==> src/rtl/alu_op_sequencer.sv <==
// alu_op_sequencer: sweeps the enabled ALU ops 0..9, holds each select code for SETTLE
// cycles, then captures the ALU result into a per-op register for combinational readback.
// Optional feature: define ALU_SEQ_ZERO_FLAG_EN to add the per-op zero_flags output.
module alu_op_sequencer #(
   parameter int unsigned N      = 4,
   parameter int unsigned SETTLE = 1
) (
   input  logic         clk,
   input  logic         rst,
   input  logic         start,
   input  logic [9:0]   op_mask,
   input  logic [N-1:0] alu_out,
   output logic [3:0]   select,
   output logic         capture,
   output logic         busy,
   output logic         done,
   input  logic [3:0]   rd_sel,
   output logic [N-1:0] rd_data,
   output logic         rd_valid
`ifdef ALU_SEQ_ZERO_FLAG_EN
   ,
   output logic [9:0]   zero_flags
`endif
);

   localparam logic [3:0] SettleLast = 4'(SETTLE - 1);

   typedef enum logic [1:0] {StIdle, StIssue, StFinish} state_e;

   state_e         state_q;
   logic [3:0]     select_q;
   logic [9:0]     mask_q;
   logic [3:0]     cnt_q;
   logic [N-1:0]   res_q [10];
   logic [9:0]     valid_q;
   logic           busy_q;
   logic           done_q;
`ifdef ALU_SEQ_ZERO_FLAG_EN
   logic [9:0]     zf_q;
`endif

   logic [3:0]     first_op;
   logic [3:0]     next_op;
   logic           next_found;
   logic           cap_now;

   // Lowest set bit of the incoming mask, and lowest latched-mask bit above the current op.
   always_comb begin
      first_op   = '0;
      next_op    = '0;
      next_found = 1'b0;
      // Scan downward so the lowest qualifying index is the last one written.
      for (int i = 9; i >= 0; i--) begin
         if (op_mask[i]) begin
            first_op = 4'(i);
         end
         if (mask_q[i] && (4'(i) > select_q)) begin
            next_op    = 4'(i);
            next_found = 1'b1;
         end
      end
   end

   assign cap_now = (state_q == StIssue) && (cnt_q == SettleLast);

   // Sweep FSM with registered select/busy/done and the per-op result store.
   always_ff @(posedge clk) begin
      if (rst) begin
         state_q  <= StIdle;
         select_q <= '0;
         mask_q   <= '0;
         cnt_q    <= '0;
         valid_q  <= '0;
         busy_q   <= 1'b0;
         done_q   <= 1'b0;
         for (int i = 0; i < 10; i++) begin
            res_q[i] <= '0;
         end
`ifdef ALU_SEQ_ZERO_FLAG_EN
         zf_q     <= '0;
`endif
      end else begin
         unique case (state_q)
            StIdle: begin
               if (start) begin
                  valid_q <= '0;
`ifdef ALU_SEQ_ZERO_FLAG_EN
                  zf_q    <= '0;
`endif
                  if (|op_mask) begin
                     mask_q   <= op_mask;
                     select_q <= first_op;
                     cnt_q    <= '0;
                     busy_q   <= 1'b1;
                     state_q  <= StIssue;
                  end else begin
                     done_q  <= 1'b1;
                     state_q <= StFinish;
                  end
               end
            end
            StIssue: begin
               if (cap_now) begin
                  for (int i = 0; i < 10; i++) begin
                     if (select_q == 4'(i)) begin
                        res_q[i]   <= alu_out;
                        valid_q[i] <= 1'b1;
`ifdef ALU_SEQ_ZERO_FLAG_EN
                        zf_q[i]    <= (alu_out == '0);
`endif
                     end
                  end
                  cnt_q <= '0;
                  if (next_found) begin
                     select_q <= next_op;
                  end else begin
                     busy_q  <= 1'b0;
                     done_q  <= 1'b1;
                     state_q <= StFinish;
                  end
               end else begin
                  cnt_q <= cnt_q + 4'd1;
               end
            end
            StFinish: begin
               done_q  <= 1'b0;
               state_q <= StIdle;
            end
            default: begin
               state_q <= StIdle;
            end
         endcase
      end
   end

   // Combinational readback; indices 10..15 read as empty.
   always_comb begin
      rd_data  = '0;
      rd_valid = 1'b0;
      for (int i = 0; i < 10; i++) begin
         if (rd_sel == 4'(i)) begin
            rd_data  = res_q[i];
            rd_valid = valid_q[i];
         end
      end
   end

   assign select  = select_q;
   assign capture = cap_now;
   assign busy    = busy_q;
   assign done    = done_q;
`ifdef ALU_SEQ_ZERO_FLAG_EN
   assign zero_flags = zf_q;
`endif

endmodule

==> config.mk <==
export PLATFORM = sky130hd
export DESIGN_NAME = alu_op_sequencer
export DESIGN_NICKNAME = d
export VERILOG_FILES = /design/src/rtl/alu_op_sequencer.sv
export SDC_FILE = /design/constraint.sdc
export NUM_CORES = 1
export LEC_CHECK = 0
export ABC_AREA = 1
export CORE_MARGIN = 2
export CORE_UTILIZATION = 38
export CTS_CLUSTER_DIAMETER = 150
export DETAILED_ROUTE_END_ITERATION = 10
export GPL_ROUTABILITY_DRIVEN = 0
export PLACE_DENSITY = 0.59
export SLEW_MARGIN = 15
export SYNTH_ARGS = -nofsm -noshare
export SYNTH_HDL_FRONTEND = slang
export SYNTH_SLANG_ARGS = --single-unit
==> constraint.sdc <==
create_clock -name clk -period 2.4 [get_ports clk]
set_input_delay 0.24 -clock clk [delete_from_list [all_inputs] [get_ports clk]]
set_output_delay 0.24 -clock clk [all_outputs]
set_load 0.05 [all_outputs]
* Word level (Yosys, flattened, before mapping)
Memory sizes are Yosys's and may differ from the RTL's.
Cells that the tools add are included.
** Cells by class
- Add/sub/neg operators :: 1
- $lt $le $gt $ge :: 10
- Equality and inequality tests :: 36
- Mux-type cells :: 149
- Bitwise operators :: 10
- Reductions and logical operators :: 34
** Operators with widths (number)
- 2-to-1 mux 4 bit :: 47
- 2-to-1 mux 1 bit :: 90
- AND reduction 4 bit :: 10
- equality test 4 x 3 -> 1 bit (second input constant) :: 8
- 2-to-1 mux 10 bit :: 2
- != test 2 x 1 -> 1 bit (second input constant) :: 10
- case mux 10 bit (2 select lines) :: 1
- equality test 4 x 2 -> 1 bit (second input constant) :: 4
- equality test 4 bit (second input constant) :: 4
- > comparator 3 x 4 -> 1 bit (first input constant) :: 4
- case mux 4 bit (2 select lines) :: 2
- AND reduction 5 bit :: 3
- logical NOT 4 bit :: 3
- != test 2 bit (second input constant) :: 6
- logical AND 1 bit :: 11
- bitwise OR 1 bit :: 10
- OR reduction 10 bit :: 1
- AND reduction 3 bit :: 3
- equality test 4 x 1 -> 1 bit (second input constant) :: 2
- > comparator 1 x 4 -> 1 bit (first input constant) :: 2
- > comparator 2 x 4 -> 1 bit (first input constant) :: 2
- > comparator 4 bit (first input constant) :: 2
- 2-to-1 mux 2 bit :: 4
- adder 4 x 1 -> 4 bit (second input constant) :: 1
- other kinds (8) :: 8
** Storage, ports and cells
- Flip-flop bits (word level) :: 32
- RAM bits :: 40
- Input bits :: 21
- Output and inout bits :: 12
- Word-level logic and storage cells :: 257
- Memories kept :: 1
** Memory list
- res_q :: words 10, width 4, rd ports 10, clocked after Yosys merged registers in 0, write ports 10, line 34 : logic [N-1:0] res_q [10];

* Logic depth before layout (Yosys ltp)
Gate-level depths: netlist of the first run.
- Depth in word-level cells :: 15
- Mapped depth :: 14
- Gate-level depth less buffers :: 13

* Worst setup path before layout of the first run
OpenSTA, ideal clock, no wires.
- Kind :: reg-to-reg
- From :: register state_q[0]
- To :: memory res_q[7][0] (enable)
- Library setup time :: 0.361 ns
- Data arrival time :: 1.717 ns
- Required time :: 2.039 ns
- Slack :: 0.322 ns
- Stages on the path, launching flop included :: 8
- Path buffers :: 1
- Clock period less this slack :: 2.078 ns
- Cells stage by stage :: dfxtp_1 -> inv_2 -> nor2_4 -> inv_4 -> nor2_4 -> buf_2 -> inv_1 -> o21ai_0
** RTL lines
- start, declared :: line 30 : state_e state_q;
- start signal, assigned :: line 69 : state_q <= StIdle;
- start signal, assigned :: line 95 : state_q <= StIssue;
- start signal, assigned :: line 98 : state_q <= StFinish;
- end, declared :: line 34

* Final worst setup path of the first run
- From :: input rd_sel[0]
- To :: output rd_data[1]
** On the way
- Cells in the longest elaborated chain, start to end :: 11
- Elaborated cells on any way between the ends :: 20
- Classes of those cells :: eq/ne: 9; mux: 10; reduce/logical: 1
** Ends and longest elaborated chain
- start, declared :: line 17 : input logic [3:0] rd_sel,
- logical NOT 4 bit :: line 141 : if (rd_sel == 4'(i)) begin
- 2-to-1 mux 4 bit (9 in a row) :: line 141
- 2-to-1 mux 4 bit (*) :: line 141
- end, declared :: line 18 : output logic [N-1:0] rd_data,
Mark *: on every way between the ends. The rest lies on a longest branch, timed or not.

==> run metrics, run 1 <==
status completed; Netlist Area Pre-Place 3550 sq um; Critical Path End Type output pin; post-route minimum period 2210 ps; global-route track usage on met3 2.77%; CP Max Fanout 6; Total Wirelength 8.47 mm; dpl hpwl 6.48 mm; Synth Area in XOR/XNOR 0%; via count 3,080; Top delay family on crit path buffers and inverters; CP Buf/Inv Count 4; CTS root buf clkbuf_8; Crit path depth 10; Die Ht 101 microns; multi-input logic area 1500 sq um; worst setup path class in2out; pwr dens 732 nW/um^2; post-synthesis adder-cell area fraction 0.705%; Final Hold Fails 0; WHS Path Cells 2; # diodes 0; Synth top area share 33.9%; Clock Latency Late Sink 340 ps; Max VDD drop 0.000364 V; CTS tree done; Hold Path Class reg2reg; GRT Overall Usage 17.9%; post-synthesis compound-gate area fraction 11.0%; Critical Path RT 2160 ps; core area 9150 sq um; sequential cell area 1820 sq um; clock sinks 71; drt wl/cell 14.0 microns; initial core utilization 38.8%; ys flop type edfxtp_1; antenna viol nets, final 0; pre-CTS setup slack 222 ps; CP startpoint kind primary input; Pre-Repair DR Iteration Count 4; Post-Syn Nets 468; Residual DRC 0; I/O Buffers 32; fin crit share 92.1%; number of synthesized flops with an enable pin 40; Async SR Flop Fraction 0%; H-tree depth 3; r2r worst-path depth 7; largest net degree at the start of global routing 26; Worst Path Arrival 1970 ps; clk_skew 9.56 ps; Max Cap Viol 0; Simple-Gate Fraction of Synth Area 30.5%; main combinational cell family by area after synthesis simple AND/OR/NAND/NOR gates; met1 Usage GRT 22.9%; DRT iter0 DRCs 205; area grow syn2layout 21.4%; CP max-delay cell clkdlybuf4s50_1; site row count 35; CP Cell Sequence clkdlybuf4s50_1 -> inv_1 -> nor2_1 -> nand2_1 -> inv_1 -> nand2_1 -> nand4_1 -> a21oi_1 -> nand4_1 -> buf_12; sequential share of the synthesized area 51.4%; Distinct cells, synth 36; die width 101 microns; GRT overflow 0; Setup Total Neg Slack 0 ps; Pleak 1.77 nW; # hold bufs at CTS 0; Fmax 0.453 GHz; Synth Instances 445; vias in the first global route 2,920; number of synthesized register bits 71; Least-Margin Pin Slew 814 ps; Synth area leader edfxtp_1; first-pass GRT wire length 14.1 mm; Commonest cells post-synth nand2_1, nor2_1, edfxtp_1; post_cts resized 0; most used routing layer met2; count leader, synth nand2_1; mux cell area share after synthesis 0%; vias per cell 5.09; Final Max Tran Viols 0; Fill cells 898; Area contributors post-synth edfxtp_1, dfxtp_1, nand2_1; Slowest Stage Delay on Critical Path 540 ps; M2 GR Usage 30.2%; I/O Pins 33; final setup margin 190 ps; Post-CTS Setup Repair Bufs 0; synth warn 0; RSZ-0062 raised after global routing false; nets 512; CTS Buf Count 9; Die Area 10,100 sq um; Slew HR 45.2%; layout cells sized above 1 11.7%; CTS clk-pin slew, worst paths 80 ps; Avg Inst Size Synth 7.97 sq um; final setup fails 0; clock buffer depth 2; initial antenna violation count 0
[cells in the final DEF, fill, tap and decap left out, types with 2 or more instances in the layout]
cell type / instances
nor2_1: 65
nor2_2: 4
clkinv_1: 6
clkdlybuf4s50_1: 26
a21oi_2: 3
buf_12: 5
nor2_4: 4
inv_2: 7
nand4_1: 13
clkbuf_8: 9
ha_1: 2
nand2_2: 3
inv_1: 37
dfxtp_1: 31
nor4_1: 2
nand3_1: 36
bufinv_16: 2
a21oi_1: 31
nor3b_1: 2
nor3_1: 7
buf_4: 10
nand2_1: 103
clkinvlp_4: 2
edfxtp_1: 40
o21ai_0: 28
[final cells by class]
cell class	count	area share (%)
Timing Repair Buffer	41	10.1
Sequential cell	71	42.3
Clock inverter	7	2.24
Clock buffer	9	2.88
Multi-Input combinational cell	315	34.7
Tap cell	111	3.22
Inverter	51	4.53
[power breakdown]
part | internal [W] | switching (W) | leakage, nW
combinational | 0.000221 | 0.000433 | 0.997
sequential | 0.00137 | 0.0000646 | 0.669
clock | 0.000587 | 0.000476 | 0.103
total | 0.00218 | 0.000973 | 1.77
[per-stage QoR]
stage	instance area [sq um]	instances	utilization [%]	hold WS, ps	power (W)
3_3_place_gp	4090	589	44.7	449	0.00211
3_5_place_dp	4090	589	44.7	457	0.00212
2_1_floorplan	3550	445	-	382	0.00189
6_report	4310	605	47.1	468	0.00315
5_1_grt	4310	605	47.1	489	0.00330
4_1_cts	4310	605	47.1	468	0.00317
[path summary, 6_finish.rpt]
kind	startpoint	endpoint	slack, ps
min	valid_q[7]	valid_q[7]	470
max reg2reg	state_q[0]	res_q[9][1]	350
max	rd_sel[0]	rd_data[1]	190
min reg2reg	valid_q[7]	valid_q[7]	470
[logic make-up (layout without fill, tap and decap cells)]
family	after synthesis	count (layout)
buffers and inverters	59	108
AO/OA/AOI/OAI	70	70
AND/OR/NAND/NOR	243	243
flip-flops	71	71
adder cells (fa/ha/maj)	2	2
[per-layer routing]
layer	vias up	part of all wire, %
met5	-	0
met4	0	1.8
met3	14	3.1
met2	71	48
met1	1417	47
li1	1578	-
[worst reg2reg max path, stage by stage (launching register included)]
cell and delay, ps:
dfxtp_1 440, inv_2 130, nor2_4 240, inv_4 140, nor2_4 330, inv_1 130, o21ai_0 200, buf_4 170
[flip-flops by register name, indices dropped and copies added, names as in the netlist]
register  cells
busy          1
cnt_q         4
done          1
mask_q        9
res_q        40
select        4
state_q       2
valid_q      10
Note: power is estimated with default switching activity, not from simulation.
==> run 2: changes to the inputs <==
--- a/config.mk
+++ b/config.mk
@@ -12,7 +12,7 @@
 export DETAILED_ROUTE_END_ITERATION = 10
 export GPL_ROUTABILITY_DRIVEN = 0
 export PLACE_DENSITY = 0.59
-export SLEW_MARGIN = 15
+export SLEW_MARGIN = 20
 export SYNTH_ARGS = -nofsm -noshare
 export SYNTH_HDL_FRONTEND = slang
 export SYNTH_SLANG_ARGS = --single-unit
==> results of run 2 <==
Final layout, timing and power as in run 1 (identical DEF).
